File: src/rtl/zero_sync_tx.sv
// Serial frame transmitter: three-zero sync marker, a mark bit, then an LSB-first payload
// with bit stuffing so that three consecutive zeros appear only in the sync marker.
module zero_sync_tx #(
  parameter int WIDTH    = 16,
  parameter int SYNC_LEN = 3
) (
  input  logic             clk,
  input  logic             rst,
  input  logic             start,
  input  logic [WIDTH-1:0] data,
  output logic             out,
  output logic             busy,
  output logic             done
);

  localparam int CW = $clog2(WIDTH + 1);

  typedef enum logic [1:0] {IDLE, SYNC, MARK, DATA} state_t;

  state_t           state;
  logic [WIDTH-1:0] shift_reg;
  logic [CW-1:0]    idx;
  logic [CW-1:0]    sync_cnt;
  logic [1:0]       zero_run;

  always_ff @(posedge clk) begin
    if (rst) begin
      state     <= IDLE;
      out       <= 1'b1;
      busy      <= 1'b0;
      done      <= 1'b0;
      shift_reg <= '0;
      idx       <= '0;
      sync_cnt  <= '0;
      zero_run  <= '0;
    end else begin
      done <= 1'b0;
      case (state)
        IDLE: begin
          out  <= 1'b1;
          busy <= 1'b0;
          if (start) begin
            shift_reg <= data;
            out       <= 1'b0;
            busy      <= 1'b1;
            sync_cnt  <= CW'(1);
            state     <= SYNC;
          end
        end
        SYNC: begin
          if (sync_cnt == CW'(SYNC_LEN)) begin
            out   <= 1'b1;
            state <= MARK;
          end else begin
            out      <= 1'b0;
            sync_cnt <= sync_cnt + CW'(1);
          end
        end
        MARK: begin
          // The first payload bit already counts toward the zero run.
          out       <= shift_reg[0];
          shift_reg <= shift_reg >> 1;
          idx       <= CW'(1);
          zero_run  <= shift_reg[0] ? 2'd0 : 2'd1;
          state     <= DATA;
        end
        DATA: begin
          if (idx == CW'(WIDTH)) begin
            out   <= 1'b1;
            busy  <= 1'b0;
            done  <= 1'b1;
            state <= IDLE;
          end else if (zero_run == 2'd2) begin
            // Stuffed 1 breaks the run; payload position does not advance.
            out      <= 1'b1;
            zero_run <= 2'd0;
          end else begin
            out       <= shift_reg[0];
            shift_reg <= shift_reg >> 1;
            idx       <= idx + CW'(1);
            zero_run  <= shift_reg[0] ? 2'd0 : zero_run + 2'd1;
          end
        end
        default: state <= IDLE;
      endcase
    end
  end

endmodule
File: config.mk
export PLATFORM = sky130hd
export DESIGN_NAME = zero_sync_tx
export DESIGN_NICKNAME = d
export VERILOG_FILES = /design/src/rtl/zero_sync_tx.sv
export SDC_FILE = /design/constraint.sdc
export NUM_CORES = 1
export LEC_CHECK = 0
export CORE_UTILIZATION = 45
export DETAILED_ROUTE_END_ITERATION = 8
export PLACE_DENSITY = 0.67
export SETUP_SLACK_MARGIN = 0.5
export SLEW_MARGIN = 20
export SYNTH_ARGS = -nofsm -noshare
export SYNTH_HDL_FRONTEND = slang
export SYNTH_SLANG_ARGS = --single-unit
File: constraint.sdc
create_clock -name clk -period 5.6 [get_ports clk]
set_input_delay 1.12 -clock clk [delete_from_list [all_inputs] [get_ports clk]]
set_output_delay 1.12 -clock clk [all_outputs]
set_load 0.01 [all_outputs]
==> reports/qor.tcl <==
set qor(status) {finished clean}
set qor(worst_ep_required_time_ps) 5730
set qor(timing.hold.worst.class) {flip-flop to flip-flop}
set qor(synthTopCellsByArea) {dfxtp_1 38%, a311oi_1 7.5%, ha_1 7.2%}
set qor(worst_slew_margin_rel) 0.3613
set qor(design.core.area_um2) 3689
set qor(drt_iter0_drc) 174
set qor(final_period_minus_worst_setup_slack_ps) 2879
set qor(cts_hold_buffers) 0
set qor(hold_end) {shift_reg[15]}
set qor(layout.core_utilization) 0.5597
set qor(first_pass_grt_wire_length_um) 6009
set qor(ctsLongestPathBuffers) 2
set qor(start_util) 0.4732
set qor(critical_path.reg2reg.startpoint) {state[0]}
set qor(number_of_library_cell_types_mapped_by_synthesis) 37
set qor(ys_dominant_reg_cell) {dfxtp_1}
set qor(power.ir.vdd_worst_mv) 0.2738
set qor(crit_path_end_kind) {flip-flop}
set qor(timing.critical_path.from) {start}
set qor(dr.pass1.iters) 4
set qor(clock_tree.root_cell) {clkbuf_8}
set qor(avgSynthCellArea_um2) 8.684
set qor(grt_pass1_vias) 1367
set qor(postRouteAntennaNets) 0
set qor(gr-usage-met3) 0.04286
set qor(htreeDepth) 2
set qor(crit_slowest_cell) {clkdlybuf4s50_1}
set qor(seq_area_frac_synth) 0.3785
set qor(synthDominantCellAreaShare) 0.3785
set qor(antenna_found_initial) 0
set qor(worstMarginPinSlew_ps) 958.1
set qor(max_cap_violations) 0
set qor(place_inst) 256
set qor(grt_remaining_overflow) 0
set qor(io_buffer_count) 21
set qor(cts.sink_count) 33
set qor(num_io_pins) 22
set qor(path_max_fanout) 16
set qor(critical-path-top-delay-family) {simple AND/OR/NAND/NOR gates}
set qor(worst-setup-path-type) {input pin to flip-flop}
set qor(final.setup.tns_ps) 0
set qor(worst-endpoint-arrival_ps) 3010
set qor(die_area_um2) 4132
set qor(route.detailed.drc) 0
set qor(antenna_cells_inserted) 0
set qor(mappedNetlistNets) 230
set qor(register_bit_total_from_synthesis) 33
set qor(fillcell_total) 347
set qor(clock-skew-final_ps) 5.697
set qor(setup.reg_to_reg.worst_slack_ps) 3020
set qor(cts_setup_buffers) 0
set qor(async_reset_ff_frac) 0
set qor(design_power_total_w) 0.001015
set qor(finalNonFillerCells) 264
set qor(grt_util_met1) 0.2374
set qor(wirelength_um) 3595
set qor(critical_path.n_buffers_inverters) 2
set qor(largest_net_degree_at_the_start_of_global_routing) 33
set qor(share_of_final_layout_standard_cells_stronger_than_drive_strength_1) 0.07870
set qor(number_of_vias_per_cell) 5.701
set qor(stage_delay_of_the_slowest_cell_on_the_critical_path_ps) 550
set qor(setup-violations-final) 0
set qor(regToRegEndpoint) {shift_reg[2]}
set qor(cellLeakagePower_nw) 0.7697
set qor(gp_congestion) 0.8203
set qor(max_transition_viols_final) 0
set qor(track_usage) 0.1887
set qor(worstHoldPathCells) 2
set qor(grt_setup_unrepaired) {no}
set qor(die_w_um) 64.28
set qor(pwr_density_cell_nw_per_um2) 491.7
set qor(syn_inst) 201
set qor(yosys.area.top_type) {dfxtp_1}
set qor(nNetsFinal) 244
set qor(maxClockFrequency_ghz) 0.3473
set qor(flow.area_growth_from_synthesis_pct) 18.28
set qor(synthesis.area_um2) 1745
set qor(clkLatencyLatePin_ps) 290
set qor(synth_edf_count) 0
set qor(hold_start) {shift_reg[15]}
set qor(vias) 1505
set qor(post_cts_repair_resize_count) 0
set qor(critical_path.cell_chain) {clkdlybuf4s50_1 > and2b_1 > nor2_1 > buf_4 > and2_1 > a311oi_1}
set qor(routedWlPerCell_um) 13.62
set qor(report.final.hold_viol_count) 0
set qor(die_height_um) 64.28
set qor(setup.worst_path.start_class) {input pin}
set qor(cts_tree) {done}
set qor(r2r_cells) 4
set qor(grt.met2_usage) 0.2934
set qor(cts_buffers) 5
set qor(yosysWarningCount) 0
set qor(placement_rows) 22
set qor(number_of_flip_flops_in_the_largest_register) 16
set qor(cts.reportedPaths.clkPinSlew_ps) 70
set qor(period_share) 0.5142
set qor(gr-max-usage-layer) {met2}
set qor(place_hpwl_um) 2376
-- stage by stage --
| step | hold WS [ps] | setup WS [ps] | instance area (um2) |
|---|---|---|---|
| after floorplan | 444.6 | 3337 | 1745 |
| after global placement | 455.0 | 2551 | 1951 |
| after detailed placement | 464.0 | 2469 | 1951 |
| after CTS | 476.8 | 2780 | 2067 |
| after global routing | 497.5 | 2686 | 2064 |
| final | 473.0 | 2721 | 2064 |
-- per-layer routing --
layer / part of all wire / vias up
li1: - / 757
met1: 0.47 / 714
met2: 0.47 / 26
met3: 0.041 / 8
met4: 0.024 / 0
met5: 0 / -
-- worst reg2reg max path, delay by kind of cell (launching register included) --
kind,cells,cell delay [ps]
adders and majority gates,1,820
AOI/OAI and AO/OA,2,770
and+or+nand+nor,1,480
DFF,1,410
-- worst max-delay path by stage --
stage	to	slack, ps	cells after the start
floorplan	shift_reg[15]	3340	6
global placement	shift_reg[12]	2550	6
detailed placement	shift_reg[2]	2470	6
CTS	shift_reg[2]	2780	6
global route	shift_reg[2]	2690	6
finish	shift_reg[2]	2720	6
-- cells in the final DEF, fill, tap and decap left out, types with 2 or more instances in the layout --
cell             count
nand3b_1             2
nand4_1              3
and2_1               2
mux2i_1              3
a211oi_1             3
ha_1                10
clkbuf_8             6
a21oi_1             20
o2111ai_1            3
xor2_1               6
nor2b_1              2
a311oi_1            15
nand3_1              2
a21o_1               3
clkdlybuf4s50_1     20
nor3_1               4
o21ai_0             18
inv_1                8
nor2_1              14
dfxtp_1             33
nand2_1             20
-- cells by family after synthesis --
family	after synthesis	share of synthesized area
compound gates	69	0.2688
xor+xnor	6	0.03011
fa+ha+maj	10	0.07168
buf+inv	23	0.05878
flops	33	0.3785
mux	4	0.02366
simple gates	56	0.1685
-- power by group --
part           internal [W]  switching, W  total (W)
clock network      0.000145     0.0000866   0.000232
logic              0.000176      0.000246   0.000422
registers          0.000314     0.0000474   0.000361
total              0.000635      0.000380    0.00102
-- cells in the mapped netlist (all sizes together), types with 2 or more instances --
cell and number:
nand3 2, a21o 3, nor2b 2, ha 10, clkbuf 9, dfxtp 33
nor2 15, nand4 3, and2 2, o21ai 19, mux2i 3, nor3 4
o2111ai 3, nand2 20, a311oi 15, buf 6, xor2 6, a211oi 4
a21oi 20, inv 8, nand3b 2
-- cell type report --
class	count	area, um2	share of cell area
well taps	48	60.06	0.02909
multi-input cells	145	984.7	0.4770
flip-flops and latches	33	660.6	0.3200
inverters	8	30.03	0.01455
clock buffers	7	86.33	0.04182
repair buffers	22	212.7	0.1030
clock inverters	1	30.03	0.01455
Note: power is estimated with default switching activity, not from simulation.
